`config.mk`:
```
export PLATFORM = sky130hd
export DESIGN_NAME = hiscore_ram_arbiter
export DESIGN_NICKNAME = d
export VERILOG_FILES = /design/src/rtl/hiscore_ram_arbiter.sv
export SDC_FILE = /design/constraint.sdc
export NUM_CORES = 1
export LEC_CHECK = 0
export ABC_AREA = 1
export BUFFER_PORTS_ARGS = -buffer_cell sky130_fd_sc_hd__buf_2
export CAP_MARGIN = 10
export CORE_MARGIN = 5
export CORE_UTILIZATION = 40
export CTS_CLUSTER_DIAMETER = 60
export CTS_CLUSTER_SIZE = 25
export DETAILED_ROUTE_END_ITERATION = 6
export PLACE_DENSITY = 0.82
export SLEW_MARGIN = 20
export SYNTH_ARGS = -nofsm -noshare
export SYNTH_HDL_FRONTEND = slang
export SYNTH_SLANG_ARGS = --single-unit
```
`constraint.sdc`:
```
create_clock -name clk -period 2.8 [get_ports clk]
set_input_delay 0 -clock clk [delete_from_list [all_inputs] [get_ports clk]]
set_output_delay 0 -clock clk [all_outputs]
set_load 0.1 [all_outputs]
```
`src/rtl/hiscore_ram_arbiter.sv`:
```
// hiscore_ram_arbiter: shares one game RAM port between the CPU and the
// hiscore engine by pausing the CPU, letting the bus settle, then granting.
//
// Ports:
//   clk, reset (sync, active-low)
//   hs_access, hs_write, hs_address, hs_data_in -> hiscore engine request
//   hs_data_out, hs_grant                       -> hiscore engine response
//   cpu_address, cpu_dout, cpu_wr, cpu_bus_idle -> game CPU side
//   pause_cpu                                   -> CPU pause request
//   ram_address, ram_data, ram_we, ram_q        -> shared RAM port
module hiscore_ram_arbiter #(
    parameter int         HS_ADDRESSWIDTH = 10,
    parameter logic [7:0] SETTLE_CYCLES   = 8'd4,
    parameter logic [7:0] RELEASE_CYCLES  = 8'd2
) (
    input  logic                       clk,
    input  logic                       reset,
    input  logic                       hs_access,
    input  logic                       hs_write,
    input  logic [HS_ADDRESSWIDTH-1:0] hs_address,
    input  logic [7:0]                 hs_data_in,
    output logic [7:0]                 hs_data_out,
    output logic                       hs_grant,
    input  logic [HS_ADDRESSWIDTH-1:0] cpu_address,
    input  logic [7:0]                 cpu_dout,
    input  logic                       cpu_wr,
    input  logic                       cpu_bus_idle,
    output logic                       pause_cpu,
    output logic [HS_ADDRESSWIDTH-1:0] ram_address,
    output logic [7:0]                 ram_data,
    output logic                       ram_we,
    input  logic [7:0]                 ram_q
);

    typedef enum logic [2:0] {
        IDLE,
        PAUSE_REQ,
        SETTLE,
        GRANT,
        RELEASE
    } state_t;

    state_t     state;
    logic [7:0] cnt;
    logic       was_grant;

    always_ff @(posedge clk) begin
        if (!reset) begin
            state       <= IDLE;
            cnt         <= 8'd0;
            pause_cpu   <= 1'b0;
            hs_data_out <= 8'h00;
            was_grant   <= 1'b0;
        end else begin
            // RAM data for an address presented in GRANT arrives one
            // cycle later, so capture it the cycle after GRANT.
            was_grant <= (state == GRANT);
            if (was_grant) begin
                hs_data_out <= ram_q;
            end
            unique case (state)
                IDLE: begin
                    if (hs_access) begin
                        state     <= PAUSE_REQ;
                        pause_cpu <= 1'b1;
                    end
                end
                PAUSE_REQ: begin
                    if (!hs_access) begin
                        state <= RELEASE;
                        cnt   <= RELEASE_CYCLES;
                    end else if (cpu_bus_idle) begin
                        state <= SETTLE;
                        cnt   <= SETTLE_CYCLES;
                    end
                end
                SETTLE: begin
                    if (!hs_access) begin
                        state <= RELEASE;
                        cnt   <= RELEASE_CYCLES;
                    end else if (cnt == 8'd0) begin
                        state <= GRANT;
                    end else begin
                        cnt <= cnt - 8'd1;
                    end
                end
                GRANT: begin
                    if (!hs_access) begin
                        state <= RELEASE;
                        cnt   <= RELEASE_CYCLES;
                    end
                end
                RELEASE: begin
                    // A fresh request re-settles without letting the CPU go.
                    if (hs_access) begin
                        state <= SETTLE;
                        cnt   <= SETTLE_CYCLES;
                    end else if (cnt == 8'd0) begin
                        state     <= IDLE;
                        pause_cpu <= 1'b0;
                    end else begin
                        cnt <= cnt - 8'd1;
                    end
                end
                default: begin
                    state     <= IDLE;
                    pause_cpu <= 1'b0;
                end
            endcase
        end
    end

    assign hs_grant = (state == GRANT);

    always_comb begin
        ram_address = cpu_address;
        ram_data    = cpu_dout;
        ram_we      = cpu_wr;
        unique case (state)
            GRANT: begin
                ram_address = hs_address;
                ram_data    = hs_data_in;
                ram_we      = hs_write & hs_access;
            end
            SETTLE, RELEASE: begin
                ram_we = 1'b0;
            end
            default: begin
                ram_we = cpu_wr;
            end
        endcase
    end

endmodule

```
==> impl_metrics.toml, run 1 <==
[floorplanning]
ioPinCount = 79
initial_core_util_pct = 41.5
die_h_um = 68.8
core_area_um2 = 3340
rows = 21
die_area_um2 = 4740
die_w_um = 68.8

[yosys]
ys_seq_area_share_pct = 30.4
synth_edf_count = 0
syn_avg_cell_area_um2 = 5.77
syn-cell-area_um2 = 1390
synth_top_area_share_pct = 30.4
syn_nets = 292
synth_top_cell_by_area = "dfxtp_1"
synthFlopType = "dfxtp_1"
ys_top_cells_by_area = "dfxtp_1, nand2_1, nor2_1, inv_1, nand3_1"
ys_types = 27
synth_warnings = 0
synth_cells = 240
async_flop_share_pct = 0
ys_ff_latch = 21

[setup_path]
critPathLaunch = "state[0]"
worstPathCellList = "nand2_1, nor2_1, buf_4, nand2_1, nand2_1, buf_2"
cp-start-kind = "flip-flop"
crit_path_end = "ram_address[3]"
required_ps = 2800
path_max_fanout = 20
crit_top_cell = "nand2_1"
cpMaxStageDelayCell = "dfxtp_1"
crit_arrival_ps = 1810
critPathKind = "flip-flop to primary output"
worstSetupEndpointType = "primary output"
cpPeakStageDelay_ps = 490
rr_startpoint = "state[0]"
rrSetupSlack_ps = 1180
ff2ff_path_depth = 9
worstReg2RegEnd = "cnt[3]"

[final_layout]
final_layout_size_suffix_gt1_share_pct = 30.0
antenna_cells = 0
nNetsFinal = 380
syn2layout_area_growth_pct = 39.7

[drt]
drcViolationCount = 0
drtIter0Drc = 112
first_pass_iters = 4
wl_per_cell_um = 10.2
vias = 1751
ant_nets = 0
wirelength_um = 3800
vias_per_cell = 4.69

[placed_design]
gp_congestion = 0.860
io_buffers = 78
dpl.hpwl_um = 3000

[sta]
period_share_pct = 64.5
finClkSkew_ps = 4.19
rsz0062_at_grt = "false"
fmax_mhz = 554
tightest_slew_ps = 492
timing_hold_violations_final = 0
drv_slew = 0
setup_viol = 0
finalSetupTns_ps = 0
slew_headroom_pct = 67.4
fin_crit_ps = 1810

[clock_tree]
worst_setup_hold_path_clk_slew_ps = 130
cts_made_buffers = 3
cts_tree = "done"
clk_latency_ps = 310
cts.sinks = 21
cts_resized = 0
h-tree-depth = 1
root_buffer = "clkbuf_4"
cts_max_path_buffers = 2

[pwr]
power_mw = 1.94
p_per_area_nw_per_um2 = 1000
vdd_ir_drop_max_mv = 0.507
leakage_nw = 1.09

[job]
cap_viol_max_count = 0

[global_routing]
grt_max_degree = 21
grt_overflow = 0
grt_pass1_wl_um = 6270
antenna_found_initial = 0
grt_util_all_layers_pct = 17.0
grt_pass1_vias = 1545

[worst_hold_path]
holdCritPathClass = "input pin to flip-flop"
holdPathStages = 3

[status]
status = "finished clean"
logic make-up (layout without fill, tap and decap cells):
logic type	after synthesis	in the layout	share of synthesized area (%)
AND/OR/NAND/NOR	162	162	48.4
buffers and inverters	29	116	8.58
AO/OA/AOI/OAI	25	25	10.2
flip-flops	21	21	30.4
adder cells (fa/ha/maj)	2	2	1.81
XOR/XNOR	1	1	0.632
power breakdown:
| group | internal, mW | switching, mW |
|---|---|---|
| clock network | 0.0545 | 0.103 |
| logic | 0.357 | 0.969 |
| registers | 0.378 | 0.0756 |
how the worst min path moves through the flow:
stage,from,endpoint,slack [ps]
3_5_place_dp,ram_q[5],hs_data_out[5],230
2_1_floorplan,ram_q[0],hs_data_out[0],130
3_3_place_gp,ram_q[5],hs_data_out[5],220
4_1_cts,reset,hs_data_out[5],0.8
5_1_grt,hs_access,pause_cpu,100
6_report,hs_access,pause_cpu,100
synthesized netlist by cell type (all sizes together) (2+ instances only):
cell    count
ha          2
nor2       45
clkbuf      2
nor3        3
nand3      14
inv        23
nand4       3
dfxtp      21
buf         4
nand2      96
a21oi       7
o21ai      15
flip-flops by register name, indices dropped and copies added (netlist names):
signal / flops
cnt: 8
was_grant: 1
state: 3
hs_data_out: 8
pause_cpu: 1
worst max-delay path, delay by kind of cell (launching register included):
family                 cells  cell delay, ps
buffers and inverters      2             650
AND/OR/NAND/NOR            4             340
flip-flops                 1             490
area by class of cell:
type / count / area, um2
Fill cell: 336 / 1400
Multi-Input combinational cell: 190 / 846
Timing Repair Buffer: 89 / 495
Sequential cell: 21 / 420
Inverter: 23 / 86.3
Tap cell: 46 / 57.6
Clock buffer: 3 / 22.5
Clock inverter: 1 / 7.51
per-layer routing:
layer	part of all wire (%)	global-route usage, %	vias up
li1	-	-	923
met2	49	30.5	60
met5	0	0	-
met1	42	19.9	764
met4	1.3	5.84	0
met3	7.7	3.40	4
timing repair:
| action | CTS | global route |
|---|---|---|
| buffers inserted | 0 | 0 |
| hold endpoints to repair | 8 | 2 |
| setup endpoints to repair | 0 | 0 |
| hold buffers | 8 | 1 |
metrics by stage:
stage / instance area (um2) / hold slack [ps] / utilization [%] / worst slack [ps] / cells
CTS: 1930 / 0.788 / 57.7 / 998 / 372
global placement: 1820 / 224 / 54.4 / 1330 / 360
finish: 1940 / 99.5 / 58.0 / 995 / 373
detailed placement: 1820 / 228 / 54.4 / 1240 / 360
global route: 1940 / 100 / 58.0 / 854 / 373
floorplan: 1390 / 135 / - / 730 / 240
layout by cell type (no fill, tap or decap):
cell           instances
a21oi_1                6
a21oi_2                1
a31oi_1                1
a32o_1                 1
buf_2                 78
buf_4                  2
clkbuf_4               3
clkinvlp_4             1
dfxtp_1               21
dlygate4sd3_1          9
ha_1                   2
inv_1                 20
inv_2                  3
nand2_1               92
nand2_2                4
nand3_1               13
nand3_2                1
nand3b_1               1
nand4_1                3
nor2_1                41
nor2_2                 3
nor2_4                 1
nor3_1                 3
o211ai_1               1
o21ai_0               13
o21ai_1                1
o21ai_2                1
xor2_1                 1
Power figures use the tool's default switching activity.
==> run 2: changes to the inputs <==
--- a/config.mk
+++ b/config.mk
@@ -9,11 +9,11 @@
 export BUFFER_PORTS_ARGS = -buffer_cell sky130_fd_sc_hd__buf_2
 export CAP_MARGIN = 10
 export CORE_MARGIN = 5
-export CORE_UTILIZATION = 40
+export CORE_UTILIZATION = 39
 export CTS_CLUSTER_DIAMETER = 60
 export CTS_CLUSTER_SIZE = 25
 export DETAILED_ROUTE_END_ITERATION = 6
-export PLACE_DENSITY = 0.82
+export PLACE_DENSITY = 0.83
 export SLEW_MARGIN = 20
 export SYNTH_ARGS = -nofsm -noshare
 export SYNTH_HDL_FRONTEND = slang
==> constraint.sdc (replaced) <==
create_clock -name clk -period 1.6 [get_ports clk]
set_input_delay 0 -clock clk [delete_from_list [all_inputs] [get_ports clk]]
set_output_delay 0 -clock clk [all_outputs]
set_load 0.1 [all_outputs]
==> run 2 against run 1 <==
Critical path depth increased by 3. Final cell count increased by 0.80%. Clock power increased by 65%. Utilization increased by 12 points. Wire length increased by 27%. Critical endpoint is now state[1]. Largest cell class unchanged. Largest power group unchanged. Highest routed layer unchanged.
==> impl_metrics.toml, run 2 (synthesis results as in run 1) <==
[status]
status = "finished clean"

[pwr]
comb_power_share_pct = 72.0
clkPwrFrac_pct = 6.8
power_mw = 3.84
p_int_mw = 1.67
swShare_pct = 56.4
netSwitchingPower_mw = 2.17
leakage_nw = 1.23
vdd_ir_drop_max_mv = 0.887
seq_power_share_pct = 21.3
p_per_area_nw_per_um2 = 1630

[drt]
wl_per_cell_um = 12.9
wirelength_um = 4840
drtIter0Drc = 143
ant_nets = 0
first_pass_iters = 4
vias = 1893
vias_per_cell = 5.03
drcViolationCount = 0

[clock_tree]
clk_latency_ps = 310
h-tree-depth = 1
cts.sinks = 21
cts_made_buffers = 3
cts_tree = "done"
worst_setup_hold_path_clk_slew_ps = 110
cts_max_path_buffers = 2
root_buffer = "clkbuf_4"

[setup_path]
worstSetupEndpointType = "flip-flop"
ff2ff_path_depth = 9
rr_startpoint = "cnt[0]"
path_max_fanout = 7
required_ps = 1800
rrSetupSlack_ps = 110
cp-start-kind = "flip-flop"
worstReg2RegEnd = "state[1]"
critPathKind = "flip-flop to flip-flop"
crit_arrival_ps = 1700

[final_layout]
finish.utilization_pct = 69.7
fillers = 265
nNetsFinal = 383
antenna_cells = 0
final_layout_size_suffix_gt1_share_pct = 35.5
syn2layout_area_growth_pct = 70.6
top_regs = "cnt: 8 flops, hs_data_out: 8 flops, state: 3 flops"
final_common_cell = "nand2_1"
layout_common_cells = "nand2_1, buf_2, nor2_1"

[placed_design]
io_buffers = 78
gp_congestion = 0.886
dpl.hpwl_um = 3510

[sta]
tightest_slew_ps = 488
slew_headroom_pct = 67.2
fin_crit_ps = 1490
finalSetupTns_ps = 0
timing_hold_violations_final = 0
drv_slew = 0
period_share_pct = 93.3
rsz0062_at_grt = "true"
finClkSkew_ps = 5.52
setup_viol = 0
fmax_mhz = 670

[global_routing]
antenna_found_initial = 0
grt_pass1_wl_um = 7560
grt_util_all_layers_pct = 18.8
grt_max_degree = 21
grt_overflow = 0
grt_pass1_vias = 1731

[floorplanning]
core_area_um2 = 3390
die_w_um = 69.6
die_area_um2 = 4840
rows = 21
initial_core_util_pct = 40.9
die_h_um = 69.6
ioPinCount = 79

[worst_hold_path]
min_from = "hs_access"
worstHoldEndpoint = "pause_cpu"
holdCritPathClass = "input pin to flip-flop"
holdPathStages = 3

[job]
cap_viol_max_count = 0
-- run 2: cell count changes in the layout (fill, tap and decap cells not counted), sizes merged --
cell / delta
buf: +3
clkinvlp: -1
clkbuf: +1
-- run 2: area by class of cell --
class                           instances  area (um2)  share of cell area (%)
Multi-Input combinational cell        190         935                    39.6
Timing Repair Buffer                   92         826                    35.0
Sequential cell                        21         432                    18.3
Inverter                               23        86.3                    3.65
Tap cell                               46        57.6                    2.44
Clock buffer                            4        26.3                    1.11
-- run 2: power groups by stage --
stage          sequential (mW)  combinational, mW  clock [mW]
2_1_floorplan            0.920               1.85           0
3_3_place_gp             0.797               2.57           0
3_5_place_dp             0.804               2.61           0
4_1_cts                  0.797               2.65       0.264
5_1_grt                  0.839               2.97       0.289
6_report                 0.816               2.77       0.260
-- run 2: worst max path at each step --
stage | startpoint | end | slack [ps] | depth (start not counted)
detailed placement | cnt[0] | state[1] | 80 | 9
global placement | cnt[0] | cnt[3] | 120 | 9
floorplan | state[2] | ram_address[9] | 20 | 5
finish | cnt[0] | state[1] | 110 | 9
global route | state[2] | cnt[3] | -30 | 9
CTS | state[1] | ram_data[7] | 8 | 6
-- run 2: per-stage QoR --
stage	hold WS (ps)	cell area (um2)	setup WS (ps)	cells
2_1_floorplan	135	1460	22.6	240
3_3_place_gp	223	2180	124	360
3_5_place_dp	231	2180	77.5	360
4_1_cts	96.7	2310	7.70	373
5_1_grt	120	2360	-30.7	376
6_report	103	2360	107	376
-- run 2: repair_timing --
action | 4_1_cts | 5_1_grt
buffers inserted | 0 | 2
gates resized for setup | 4 | 13
hold endpoints to repair | 9 | 0
hold buffers | 9 | 0
gates cloned | 0 | 1
setup endpoints to repair | 18 | 26
pin swaps | 0 | 1
-- run 2: worst max-delay path, stage by stage, from the launching register on --
cell,delay (ps)
dfxtp_1,330
inv_1,120
ha_1,200
inv_1,40
nor2_1,170
nand2_2,160
nand2_4,150
nand3_1,90
nand2_1,70
a21oi_1,50
-- run 2: per-layer routing --
| layer | wire length, um | share of wire [%] | track usage [%] |
|---|---|---|---|
| met2 | 2580 | 53 | 33.8 |
| met5 | 0 | 0 | 0 |
| met1 | 1760 | 36 | 21.0 |
| met4 | 90 | 1.9 | 5.42 |
| met3 | 418 | 8.6 | 6.09 |
